--- src/rtl/pipe_stage_skid.sv ---
// rtl/pipe_stage_skid.sv - pipeline stage register with valid/ready handshake and 2-entry skid buffer
module pipe_stage_skid #(
    parameter int CTRL_W    = 3,
    parameter int DATA_W    = 69,
    parameter int ZERO_DATA = 1
) (
    input  logic              clk,
    input  logic              startin,
    input  logic              flush,
    input  logic              in_valid,
    output logic              in_ready,
    input  logic [CTRL_W-1:0] in_ctrl,
    input  logic [DATA_W-1:0] in_data,
    output logic              out_valid,
    input  logic              out_ready,
    output logic [CTRL_W-1:0] out_ctrl,
    output logic [DATA_W-1:0] out_data,
    output logic [1:0]        occupancy
);

    typedef enum logic [1:0] {
        EMPTY = 2'd0,
        ONE   = 2'd1,
        FULL  = 2'd2
    } state_t;

    state_t state, state_nxt;

    logic [CTRL_W-1:0] head_ctrl, skid_ctrl;
    logic [DATA_W-1:0] head_data, skid_data;
    logic              head_valid, skid_valid;
    logic              push, pop;
    logic              ld_head_in, ld_skid_in, ld_head_skid;

    assign head_valid = (state == ONE) || (state == FULL);
    assign skid_valid = (state == FULL);

    // in_ready depends on registered state only, never on out_ready
    assign in_ready  = !skid_valid;
    assign out_valid = head_valid;
    assign push      = in_valid && in_ready;
    assign pop       = out_valid && out_ready;
    assign occupancy = {1'b0, head_valid} + {1'b0, skid_valid};

    always_comb begin
        state_nxt    = state;
        ld_head_in   = 1'b0;
        ld_skid_in   = 1'b0;
        ld_head_skid = 1'b0;
        if (flush) begin
            state_nxt = EMPTY;
        end else begin
            case (state)
                EMPTY: begin
                    if (push) begin
                        ld_head_in = 1'b1;
                        state_nxt  = ONE;
                    end
                end
                ONE: begin
                    if (push && pop) begin
                        ld_head_in = 1'b1;
                    end else if (push) begin
                        ld_skid_in = 1'b1;
                        state_nxt  = FULL;
                    end else if (pop) begin
                        state_nxt = EMPTY;
                    end
                end
                FULL: begin
                    if (pop) begin
                        ld_head_skid = 1'b1;
                        state_nxt    = ONE;
                    end
                end
                default: state_nxt = EMPTY;
            endcase
        end
    end

    always_ff @(posedge clk) begin
        if (startin) begin
            state     <= EMPTY;
            head_ctrl <= '0;
            head_data <= '0;
            skid_ctrl <= '0;
            skid_data <= '0;
        end else begin
            state <= state_nxt;
            if (ld_head_in) begin
                head_ctrl <= in_ctrl;
                head_data <= in_data;
            end else if (ld_head_skid) begin
                head_ctrl <= skid_ctrl;
                head_data <= skid_data;
            end
            if (ld_skid_in) begin
                skid_ctrl <= in_ctrl;
                skid_data <= in_data;
            end
        end
    end

    // bubbles never carry control bits
    assign out_ctrl = head_valid ? head_ctrl : '0;

    generate
        if (ZERO_DATA != 0) begin : g_zero_data
            assign out_data = head_valid ? head_data : '0;
        end else begin : g_raw_data
            assign out_data = head_data;
        end
    endgenerate

endmodule
--- config.mk ---
export PLATFORM = sky130hd
export DESIGN_NAME = pipe_stage_skid
export DESIGN_NICKNAME = d
export VERILOG_FILES = /design/src/rtl/pipe_stage_skid.sv
export SDC_FILE = /design/constraint.sdc
export NUM_CORES = 1
export LEC_CHECK = 0
export CAP_MARGIN = 10
export CORE_MARGIN = 2
export CORE_UTILIZATION = 50
export DETAILED_ROUTE_END_ITERATION = 7
export PLACE_DENSITY = 0.79
export SETUP_SLACK_MARGIN = 0.2
export SLEW_MARGIN = 20
export SYNTH_ARGS = -nofsm -noshare
export SYNTH_HDL_FRONTEND = slang
export SYNTH_SLANG_ARGS = --single-unit
--- constraint.sdc ---
create_clock -name clk -period 2.7 [get_ports clk]
set_clock_uncertainty 0.05 [all_clocks]
set_input_delay 0.405 -clock clk [delete_from_list [all_inputs] [get_ports clk]]
set_output_delay 0.405 -clock clk [all_outputs]
set_load 0.05 [all_outputs]
# Word level (Yosys, flattened, before mapping)
# Index checks and enable logic that the tools add are counted.
# totals
inputBits	77
out_inout_bits	76
wordCells	43
regBits	146
# classes
eq_ne	6
add_sub_neg	1
n_mux	22
reduce_logical	9
# op_table
cell	n
2-to-1 mux 69 bit	3
2-to-1 mux 2 bit	5
2-to-1 mux 1 bit	9
2-to-1 mux 3 bit	3
case mux 2 bit (3 select lines)	1
inequality test 2 bit, second input constant	2
AND reduction 4 bit	1
logical AND 1 bit	3
inequality test 3 bit, second input constant	1
adder 1 x 1 -> 2 bit	1
== test 2 x 1 -> 1 bit, second input constant	1
== test 2 bit, second input constant	1
zero test 2 bit	1
inequality test 2 x 1 -> 1 bit, second input constant	1
case mux 1 bit (2 select lines)	1
nonzero test 2 bit	1
OR reduction 2 bit	1
zero test 1 bit	1
logical OR 1 bit	1

# Longest topological paths before layout
# Gate-level depths: netlist of run 1.
# depth
word_depth	8
mapped_depth	8
ltp_nobuf	6

# Least setup slack after synthesis of run 1
# Ideal clock, no wire load.
# synth_timing
kind	register -> output
from	register state[1]
to	output out_ctrl[0]
arrival_time_ns	1.990
path_stages_with_launch	6
n_path_buf	2
slack_ns	0.255
cell_sequence	dfxtp_1 -> inv_1 -> ha_1 -> clkbuf_1 -> clkbuf_1 -> and2_1
# synth_via
elab_chain_cells	3
word_cells_on_any_way	4
# synth_lines
element	line	rtl
from (decl)	27	state_t state, state_nxt;
from (signal assigned)	89	state <= state_nxt;
== test 2 x 1 -> 1 bit or == test 2 bit (tied branches)	35	assign head_valid = (state == ONE) || (state == FULL);
logical OR 1 bit *	35	
net out_valid	14	output logic out_valid,
2-to-1 mux 3 bit *	105	assign out_ctrl = head_valid ? head_ctrl : '0;
to (decl)	16	output logic [CTRL_W-1:0] out_ctrl,
# Mark *: on every way through the listed nets, which the timed path passes. The rest lies on a longest branch.

# Final worst setup path of run 1
# layout_timing
from	register state[0]
to	output occupancy[1]
# layout_via
elab_chain_cells	3
word_cells_on_any_way	4
# layout_lines
element	line	rtl
== test 2 x 1 -> 1 bit or == test 2 bit (tied branches)	35, 36	
logical OR 1 bit	35	
adder 1 x 1 -> 2 bit *	43	assign occupancy = {1'b0, head_valid} + {1'b0, skid_valid};
to (decl)	18	output logic [1:0] occupancy
# Every way passes the cells marked *; elsewhere a longest branch is shown, timed or not.

==> key figures, run 1 <==
Global routing
  – Most Crowded Layer GR: met2
  – Wire length of the first global-routing pass: 28.3 mm
  – Met2 capacity usage during global routing: 0.397
  – Largest net degree at the start of global routing: 73
  – Antenna violations before repair: 0
  – GR Layer Usage met1: 0.294
  – Final global-route overflow total: 0
  – GRT Total Usage: 0.241
  – Number of global-route vias before repair: 5791
  – Met3 track demand over resource in global routing: 0.0665

Routing
  – Total detailed-routing wirelength: 17.7 mm
  – Detailed-route via count: 5860
  – Residual DRC count: 0
  – DRT antenna net count: 0
  – Via density: 5.50
  – Iteration count of the initial detailed-routing pass: 6
  – Detailed router's first-iteration violation count: 499
  – Post-detailed-route wirelength per cell: 16.6 um

Worst setup path
  – Data arrival time at the worst-slack endpoint: 1960 ps
  – Reg2Reg Capture Point: head_data[5]$_SDFFE_PP0P_
  – R2R cell count: 7
  – Critical Path End Type: output port
  – Element type at the critical path start: register
  – Maximum fanout along the worst path: 4
  – Critical path start-end classification: reg2out
  – Reg-to-reg startpoint: state[1]$_SDFFE_PP0P_
  – Required time at the endpoint of the critical path: 2250 ps
  – R2r setup slk: 350 ps

Clock network
  – H-tree Lvls: 4
  – Clock-pin slew reported for the worst setup and hold paths after clock tree synthesis: 50 ps
  – Root Buffer Master: sky130_fd_sc_hd__clkbuf_16
  – CTS max path bufs: 2
  – CTS Hold Buffers Added: 0
  – Clock tree from TritonCTS: done
  – Total number of clock tree sinks: 146
  – Clk_lat worst skew: 420 ps
  – CTS buffer count: 17

Timing
  – Final worst-path cycle share: 0.893
  – Number of endpoints with negative hold slack in the final report: 0
  – Setup repair after global routing missed its margin: false
  – Minimum clock period after layout: 2410 ps
  – Slew @ Worst Pin: 694 ps
  – Post-route worst setup slack: 289 ps
  – Final setup violation count: 0
  – Max transition margin: 0.537
  – Max Freq: 415 MHz
  – Max-slew violation count: 0
  – Post-Route Setup TNS: 0 ps

Min path
  – Worst min-delay path startpoint: startin
  – Worst hold path class: in2reg
  – Hold endpoint: skid_data[38]$_SDFFE_PP0P_
  – Depth of the worst hold-timing path: 2

Status
  – Run status: complete, no violations

Synth
  – Number of standard cells after synthesis: 754
  – Post-synthesis sequential area ratio: 0.419
  – Largest area contributor in the synthesized netlist: sky130_fd_sc_hd__dfxtp_1
  – Count of synthesis-stage warnings from yosys: 0
  – EDFF count, synth: 0
  – Combined area of all synthesized cells: 6980 sq um
  – Syn_nets: 836
  – Share of the synthesized area in the top cell type: 0.419
  – Unique cell type count in the Yosys netlist: 26
  – Async set-reset flop share out of synthesis: 0
  – Most common flop cell mapped by yosys: sky130_fd_sc_hd__dfxtp_1
  – Top cells by area in the synthesized netlist: sky130_fd_sc_hd__dfxtp_1 (42%), sky130_fd_sc_hd__a211oi_2 (13%), sky130_fd_sc_hd__mux2i_1 (11%)
  – Number of register bits inferred by synthesis: 146
  – Syn avg cell area: 9.25 sq um

Power and ir drop
  – Power density relative to cell area: 563 nW/um^2
  – Largest voltage drop on the vdd net: 0.393 mV
  – LEAKAGE: 3.93 nW

Final layout
  – Most frequent standard cell in the layout excluding fill and tap cells: sky130_fd_sc_hd__nand2_1
  – Area of the multi-input gates: 3590 sq um
  – Number of antenna cells inserted: 0
  – Sequential Area: 2920 sq um
  – Post-Layout Inst Area: 9770 sq um
  – Post-layout net count: 956
  – Share of cells above drive strength 1: 0.222
  – Area growth from synthesis to layout: 40.0%
  – Filler Cell Count: 1039
  – Commonest cells after routing, fill and taps aside: sky130_fd_sc_hd__nand2_1 (147), sky130_fd_sc_hd__dfxtp_1 (146), sky130_fd_sc_hd__buf_12 (81)

Die
  – Die Ht: 122 um
  – Number of core rows: 43
  – Die footprint: 14900 sq um
  – I/O pins: 153
  – Core outline area: 13800 sq um
  – Die Width: 122 um
  – Starting density of the core: 0.507

Job
  – Max-Cap Viols: 0

Placed design
  – Input/output buffers: 152
  – Post-detailed-placement cell area: 9200 sq um
  – Worst slack, placed: 257 ps
  – DP HPWL: 10.8 mm
  – RD Place Congestion: 0.782
==> metal layers <==
| metal | share of wire | routed length, um |
|---|---|---|
| met1 | 0.42 | 7370 |
| met2 | 0.50 | 8880 |
| met5 | 0 | 0 |
| met4 | 0.021 | 368 |
| met3 | 0.062 | 1100 |
==> how the worst max path moves through the flow <==
stage	from	to	cells past startpoint
after CTS	state[1]$_SDFFE_PP0P_	out_data[55]	5
after floorplan	state[1]$_SDFFE_PP0P_	out_ctrl[0]	5
after detailed placement	state[1]$_SDFFE_PP0P_	head_data[5]$_SDFFE_PP0P_	7
after global routing	state[1]$_SDFFE_PP0P_	out_data[59]	5
final	state[0]$_SDFFE_PP0P_	occupancy[1]	3
after global placement	in_valid	head_data[55]$_SDFFE_PP0P_	6
==> critical path: stages (launching register included) <==
cell                              delay [ps]
sky130_fd_sc_hd__dfxtp_1                 340
sky130_fd_sc_hd__inv_1                   140
sky130_fd_sc_hd__ha_1                    230
sky130_fd_sc_hd__clkdlybuf4s50_1         820
==> synth_stat cells (all sizes together) (2+ instances only) <==
master    n
ha        5
nand2   147
buf      38
a21oi    73
nor2      3
dfxtp   146
o21ai     3
inv       3
and2b     2
and4b     2
mux2i    74
clkbuf   33
and2     72
a211oi   72
nor3     74
==> metrics by stage <==
step	total power, mW	std cells	hold slack, ps	utilization
floorplan	3.01	754	386	-
global placement	3.41	1033	393	0.668
detailed placement	3.43	1033	396	0.668
CTS	5.52	1064	370	0.708
global route	5.71	1066	396	0.709
finish	5.50	1066	382	0.709
==> repair_timing <==
action	CTS	global route
pin swaps	0	2
gates resized for setup	6	2
setup buffers	0	1
cloned	0	1
setup endpoints to repair	64	54
==> report_power, final <==
| group | switching, mW | internal [mW] |
|---|---|---|
| clock | 0.840 | 1.26 |
| sequential | 0.0562 | 2.27 |
| combinational | 0.590 | 0.481 |
| total | 1.49 | 4.01 |
==> logic make-up after synthesis <==
kind of cell,count (synthesis),synth area share
AND/OR/NAND/NOR,305,0.209
AO/OA/AOI/OAI,150,0.186
flip-flops,146,0.419
buffers and inverters,74,0.0708
multiplexers,74,0.106
adder cells (fa/ha/maj),5,0.00897
==> registers in the layout, indices dropped and copies added, names as in the netlist <==
signal / flops
head_ctrl: 3
head_data: 69
state: 2
skid_data: 69
skid_ctrl: 3
==> final cells by class <==
class | instances | area share
repair buffers | 171 | 0.255
multi-input cells | 535 | 0.367
clock buffers | 26 | 0.0511
clock inverters | 5 | 0.00282
well taps | 180 | 0.0231
inverters | 3 | 0.00115
flip-flops and latches | 146 | 0.299
(Power assumes the default switching activity.)
==> run 2, diff against run 1 <==
==> constraint.sdc (replaced) <==
create_clock -name clk -period 2.5 [get_ports clk]
set_clock_uncertainty 0.05 [all_clocks]
set_input_delay 0.375 -clock clk [delete_from_list [all_inputs] [get_ports clk]]
set_output_delay 0.375 -clock clk [all_outputs]
set_load 0.05 [all_outputs]
==> run 2 against run 1 <==
Final cell count is essentially flat. First-iteration DRC count fell by 11%. Die area did not move. Critical path type unchanged. Largest cell class unchanged. Largest power group unchanged.
==> key figures, run 2 (same netlist as run 1, synthesis figures left out) <==
Status
  – Run status: complete, no violations

Clock network
  – CTS buffer count: 17 (unchanged)
  – H-tree Lvls: 4 (unchanged)
  – Clock tree from TritonCTS: done
  – CTS Hold Buffers Added: 0 (unchanged)
  – Root Buffer Master: sky130_fd_sc_hd__clkbuf_16
  – CTS max path bufs: 2 (unchanged)
  – Clk_lat worst skew: 420 ps (about the same)
  – Clock-pin slew reported for the worst setup and hold paths after clock tree synthesis: 50 ps (about the same)
  – Total number of clock tree sinks: 146 (unchanged)

Routing
  – Residual DRC count: 0 (unchanged)
  – Post-detailed-route wirelength per cell: 16.8 um (+0.78%)
  – Iteration count of the initial detailed-routing pass: 5 (-1)
  – Via density: 5.48 (-0.25%)
  – Detailed-route via count: 5840 (-0.34%)
  – DRT antenna net count: 0 (unchanged)
  – Detailed router's first-iteration violation count: 444 (-11%)
  – Total detailed-routing wirelength: 17.8 mm (+0.68%)

Timing
  – Minimum clock period after layout: 2280 ps
  – Slew @ Worst Pin: 526 ps (-167 ps)
  – Number of endpoints with negative hold slack in the final report: 0 (unchanged)
  – Max Freq: 439 MHz
  – Final setup violation count: 0 (unchanged)
  – Post-Route Setup TNS: 0 ps (unchanged)
  – Post-route worst setup slack: 223 ps (-65.6 ps)
  – Setup repair after global routing missed its margin: true
  – Max transition margin: 0.648 (+0.111)
  – Max-slew violation count: 0 (unchanged)
  – Final worst-path cycle share: 0.911

Worst setup path
  – Data arrival time at the worst-slack endpoint: 1850 ps (-110 ps)
  – R2R cell count: 7 (unchanged)
  – Critical path start-end classification: reg2out
  – Maximum fanout along the worst path: 21 (+17)
  – Critical Path End Type: output port
  – Reg-to-reg startpoint: state[1]$_SDFFE_PP0P_
  – R2r setup slk: 320 ps (-30 ps)
  – Required time at the endpoint of the critical path: 2080 ps (-170 ps)
  – Reg2Reg Capture Point: head_data[58]$_SDFFE_PP0P_
  – Element type at the critical path start: register

Job
  – Max-Cap Viols: 0 (unchanged)

Placed design
  – Cells after DPL: 1031 (-0.19%)
  – RD Place Congestion: 0.795 (+1.7%)
  – Worst slack, placed: 276 ps (+19.1 ps)
  – Input/output buffers: 152 (unchanged)
  – DP HPWL: 10.6 mm (-1.2%)

Die
  – Starting density of the core: 0.507 (unchanged)
  – Die Width: 122 um (unchanged)
  – Die Ht: 122 um (unchanged)
  – Die footprint: 14900 sq um (unchanged)
  – Number of core rows: 43 (unchanged)
  – Core outline area: 13800 sq um (unchanged)
  – I/O pins: 153 (unchanged)

Power and ir drop
  – Largest voltage drop on the vdd net: 0.481 mV (+22%)
  – Power density relative to cell area: 614 nW/um^2 (+9.0%)
  – LEAKAGE: 4.02 nW (+2.3%)

Final layout
  – Filler Cell Count: 1008 (-3.0%)
  – Final Instance Count excl. Fillers: 1065 (-0.094%)
  – Area growth from synthesis to layout: 41.9%
  – Area of the multi-input gates: 3670 sq um (+2.2%)
  – Share of cells above drive strength 1: 0.301 (+0.0782)
  – Post-layout net count: 954 (-0.21%)
  – Number of antenna cells inserted: 0 (unchanged)
  – Sequential Area: 2930 sq um (about the same)
  – Leading registers by flop count: head_data: 69 flops, skid_data: 69 flops
  – Commonest cells after routing, fill and taps aside: sky130_fd_sc_hd__nand2_1 (147), sky130_fd_sc_hd__dfxtp_1 (144), sky130_fd_sc_hd__buf_12 (79)
  – Most frequent standard cell in the layout excluding fill and tap cells: sky130_fd_sc_hd__nand2_1

Global routing
  – Final global-route overflow total: 0 (unchanged)
  – Largest net degree at the start of global routing: 73 (unchanged)
  – Wire length of the first global-routing pass: 28.4 mm (+0.29%)
  – Antenna violations before repair: 0 (unchanged)
  – GRT Total Usage: 0.244 (+0.00340)
  – Number of global-route vias before repair: 5811 (+0.35%)

Min path
  – Worst min-delay path startpoint: startin
  – Worst hold path class: in2reg
  – Depth of the worst hold-timing path: 2 (unchanged)
  – Hold endpoint: skid_data[62]$_SDFFE_PP0P_
## run 2: changes by cell type in the layout (fill, tap and decap cells not counted), moves of 2 or more
cell and change:
sky130_fd_sc_hd__and2_1 -69, sky130_fd_sc_hd__and2_2 +70, sky130_fd_sc_hd__buf_12 -2, sky130_fd_sc_hd__buf_4 -2
sky130_fd_sc_hd__clkbuf_1 +2, sky130_fd_sc_hd__clkinv_2 -2, sky130_fd_sc_hd__dfxtp_1 -2, sky130_fd_sc_hd__dfxtp_2 +2
## run 2: worst max path at each step
stage                            endpoint             startpoint
6_report                     out_data[38]  state[1]$_SDFFE_PP0P_
3_5_place_dp   head_data[53]$_SDFFE_PP0P_              out_ready
2_1_floorplan                 out_ctrl[0]  state[1]$_SDFFE_PP0P_
3_3_place_gp   head_data[65]$_SDFFE_PP0P_              out_ready
5_1_grt                      out_data[40]  state[1]$_SDFFE_PP0P_
4_1_cts                      occupancy[1]  state[0]$_SDFFE_PP0P_
## run 2: area by class of cell
type,count,area share
multi-input cells,534,0.370
flip-flops and latches,146,0.295
repair buffers,170,0.255
clock buffers,28,0.0512
well taps,180,0.0227
clock inverters,4,0.00480
inverters,3,0.00114
## run 2: critical path, cell delays in order, from the launching register on
cell	delay [ps]
sky130_fd_sc_hd__dfxtp_2	360
sky130_fd_sc_hd__inv_1	110
sky130_fd_sc_hd__ha_4	330
sky130_fd_sc_hd__bufbuf_16	300
sky130_fd_sc_hd__and2_2	180
sky130_fd_sc_hd__buf_12	130
## run 2: through the flow
| stage | utilization | area, sq um | hold slack, ps | total power [mW] |
|---|---|---|---|---|
| finish | 0.719 | 9900 | 307 | 6.08 |
| global route | 0.719 | 9900 | 308 | 6.30 |
| CTS | 0.717 | 9870 | 302 | 6.11 |
| detailed placement | 0.672 | 9260 | 397 | 3.71 |
| global placement | 0.672 | 9260 | 393 | 3.69 |
| floorplan | - | 7070 | 386 | 3.26 |
## run 2: timing repair
action / 4_1_cts / 5_1_grt
setup buffers: 0 / 0
gates resized for setup: 9 / 4
pin swaps: 0 / 1
setup endpoints to repair: 74 / 50
cloned: 1 / 1
## run 2: layer usage
metal | vias to the layer above | wire length (um) | GRT usage | part of all wire
met3 | 32 | 1160 | 0.0665 | 0.065
met5 | - | 0 | 0 | 0
li1 | 2842 | - | - | -
met1 | 2758 | 7400 | 0.297 | 0.41
met4 | 0 | 450 | 0.114 | 0.025
met2 | 208 | 8820 | 0.402 | 0.49
## run 2: power by group
part / switching [mW] / internal (mW)
logic: 0.640 / 0.543
registers: 0.0609 / 2.46
clock network: 0.909 / 1.47
==> run 3, diff against run 2 <==
--- a/config.mk
+++ b/config.mk
@@ -9,7 +9,7 @@
 export CORE_MARGIN = 2
 export CORE_UTILIZATION = 50
 export DETAILED_ROUTE_END_ITERATION = 7
-export PLACE_DENSITY = 0.79
+export PLACE_DENSITY = 0.84
 export SETUP_SLACK_MARGIN = 0.2
 export SLEW_MARGIN = 20
 export SYNTH_ARGS = -nofsm -noshare
==> run 3 against run 2 <==
Design area grew 1.1%. Clock power grew 21%. Core utilization grew 0.83 points. Die area is the same. Via count grew 0.92%. Non-clock buffer count is the same. Largest power group is now clock. Largest cell class unchanged. Critical path type unchanged.
==> key figures, run 3 (same netlist as run 1, synthesis figures left out) <==
Global routing
  – Number of global-route vias before repair: 5763 (-0.83%)
  – GRT Total Usage: 0.246 (+0.00208)
  – Largest net degree at the start of global routing: 73 (unchanged)
  – Antenna violations before repair: 1 (+1)
  – Wire length of the first global-routing pass: 29.0 mm (+2.0%)
  – Final global-route overflow total: 0 (unchanged)

Timing
  – Max transition margin: 0.522 (-0.126)
  – Final worst-path cycle share: 0.891 (-0.0203)
  – Max-slew violation count: 0 (unchanged)
  – Slew @ Worst Pin: 717 ps (+190 ps)
  – Post-Route Setup TNS: 0 ps (unchanged)
  – Final hold slack: 364 ps (+56.7 ps)
  – Setup repair after global routing missed its margin: true
  – Max Freq: 449 MHz (+2.3%)
  – Number of endpoints with negative hold slack in the final report: 0 (unchanged)
  – Final setup violation count: 0 (unchanged)
  – Minimum clock period after layout: 2230 ps (-50.6 ps)
  – Post-route worst setup slack: 274 ps (+50.6 ps)

Routing
  – Residual DRC count: 0 (unchanged)
  – Via density: 5.53 (+0.92%)
  – Detailed router's first-iteration violation count: 514 (+16%)
  – DRT antenna net count: 0 (unchanged)
  – Total detailed-routing wirelength: 18.2 mm (+2.1%)
  – Post-detailed-route wirelength per cell: 17.1 um (+2.1%)
  – Iteration count of the initial detailed-routing pass: 5 (unchanged)
  – Detailed-route via count: 5894 (+0.92%)

Final layout
  – Number of antenna cells inserted: 0 (unchanged)
  – Share of cells above drive strength 1: 0.307 (+0.00678)
  – Sequential Area: 2930 sq um (unchanged)
  – Post-layout net count: 954 (unchanged)
  – Final Instance Count excl. Fillers: 1065 (unchanged)
  – Leading registers by flop count: head_data: 69 flops, skid_data: 69 flops
  – Area of the multi-input gates: 3670 sq um (unchanged)
  – Area growth from synthesis to layout: 43.6%
  – Filler Cell Count: 981 (-2.7%)
  – Commonest cells after routing, fill and taps aside: sky130_fd_sc_hd__nand2_1 (147), sky130_fd_sc_hd__dfxtp_1 (144), sky130_fd_sc_hd__buf_12 (82)
  – Most frequent standard cell in the layout excluding fill and tap cells: sky130_fd_sc_hd__nand2_1

Power and ir drop
  – Overall power of the completed layout: 6.61 mW (+8.7%)
  – LEAKAGE: 4.06 nW (+0.90%)
  – Largest voltage drop on the vdd net: 0.376 mV (-22%)
  – Power density relative to cell area: 660 nW/um^2 (+7.5%)

Status
  – Run status: complete, no violations

Job
  – Max-Cap Viols: 0 (unchanged)

Clock network
  – Number of buffers inserted by post-CTS setup repair: 0 (unchanged)
  – Clock-pin slew reported for the worst setup and hold paths after clock tree synthesis: 60 ps (about the same)
  – H-tree Lvls: 4 (unchanged)
  – CTS Hold Buffers Added: 0 (unchanged)
  – Clock tree from TritonCTS: done
  – Total number of clock tree sinks: 146 (unchanged)
  – Clk_lat worst skew: 410 ps (about the same)
  – CTS buffer count: 17 (unchanged)
  – CTS max path bufs: 2 (unchanged)
  – Root Buffer Master: sky130_fd_sc_hd__clkbuf_16

Die
  – Number of core rows: 43 (unchanged)
  – Die footprint: 14900 sq um (unchanged)
  – Die Ht: 122 um (unchanged)
  – I/O pins: 153 (unchanged)
  – Die Width: 122 um (unchanged)
  – Core outline area: 13800 sq um (unchanged)
  – Starting density of the core: 0.507 (unchanged)

Worst setup path
  – Required time at the endpoint of the critical path: 2080 ps (about the same)
  – Element type at the critical path start: register
  – Critical Path End Type: output port
  – Data arrival time at the worst-slack endpoint: 1800 ps (-50 ps)
  – Critical path start-end classification: reg2out
  – R2r setup slk: 290 ps (-30 ps)
  – Maximum fanout along the worst path: 28 (+33%)

Placed design
  – Input/output buffers: 152 (unchanged)
  – RD Place Congestion: 0.777 (-2.2%)
  – Worst slack, placed: 234 ps (-41.6 ps)
  – Cells after DPL: 1032 (+0.097%)
  – DP HPWL: 11.1 mm (+4.3%)

Min path
  – Worst hold path class: in2reg
==> run 3: cell count changes in the layout (fill, tap and decap cells not counted), moves of 2 or more <==
cell and delta:
sky130_fd_sc_hd__bufinv_16 +5, sky130_fd_sc_hd__clkbuf_1 -5, sky130_fd_sc_hd__buf_12 +3, sky130_fd_sc_hd__clkbuf_8 -3, sky130_fd_sc_hd__clkinv_4 +2, sky130_fd_sc_hd__inv_6 +2
==> run 3: layer usage <==
metal	wire, um	GRT usage
met2	9330	0.419
met5	13	0
met4	306	0.0898
met3	1140	0.0613
met1	7440	0.302
==> run 3: final cells by class <==
cell class	instances	area share
repair buffers	170	0.251
multi-input cells	534	0.366
flip-flops and latches	146	0.292
clock inverters	12	0.0227
inverters	3	0.00112
well taps	180	0.0225
clock buffers	20	0.0446
==> run 3: repair_timing <==
item                       CTS  global route
gates cloned                 1             0
setup endpoints to repair   75            35
resized for setup            9             4
pin swaps                    0             0
==> run 3: worst max-delay path, cell delays in order (launching register included) <==
cell and delay [ps]:
sky130_fd_sc_hd__dfxtp_2 360, sky130_fd_sc_hd__inv_1 110, sky130_fd_sc_hd__ha_4 360, sky130_fd_sc_hd__buf_8 200
sky130_fd_sc_hd__and2_2 210, sky130_fd_sc_hd__buf_12 140
==> run 3: path summary, 6_finish.rpt <==
check / end / cells after the start / startpoint
min: skid_data[59]$_SDFFE_PP0P_ / 2 / startin
min reg2reg: skid_data[42]$_SDFFE_PP0P_ / 2 / skid_data[42]$_SDFFE_PP0P_
max: out_data[22] / 5 / state[0]$_SDFFE_PP0P_
max reg2reg: head_data[19]$_SDFFE_PP0P_ / 7 / state[0]$_SDFFE_PP0P_
==> run 3: power breakdown <==
part / switching (mW) / internal (mW)
logic: 0.654 / 0.544
clock network: 0.985 / 1.91
registers: 0.0628 / 2.45
total: 1.70 / 4.91
==> run 3: through the flow <==
stage	util	area, sq um
after floorplan	-	7070
after global placement	0.675	9290
after detailed placement	0.675	9290
after CTS	0.728	10000
after global routing	0.727	10000
final	0.727	10000
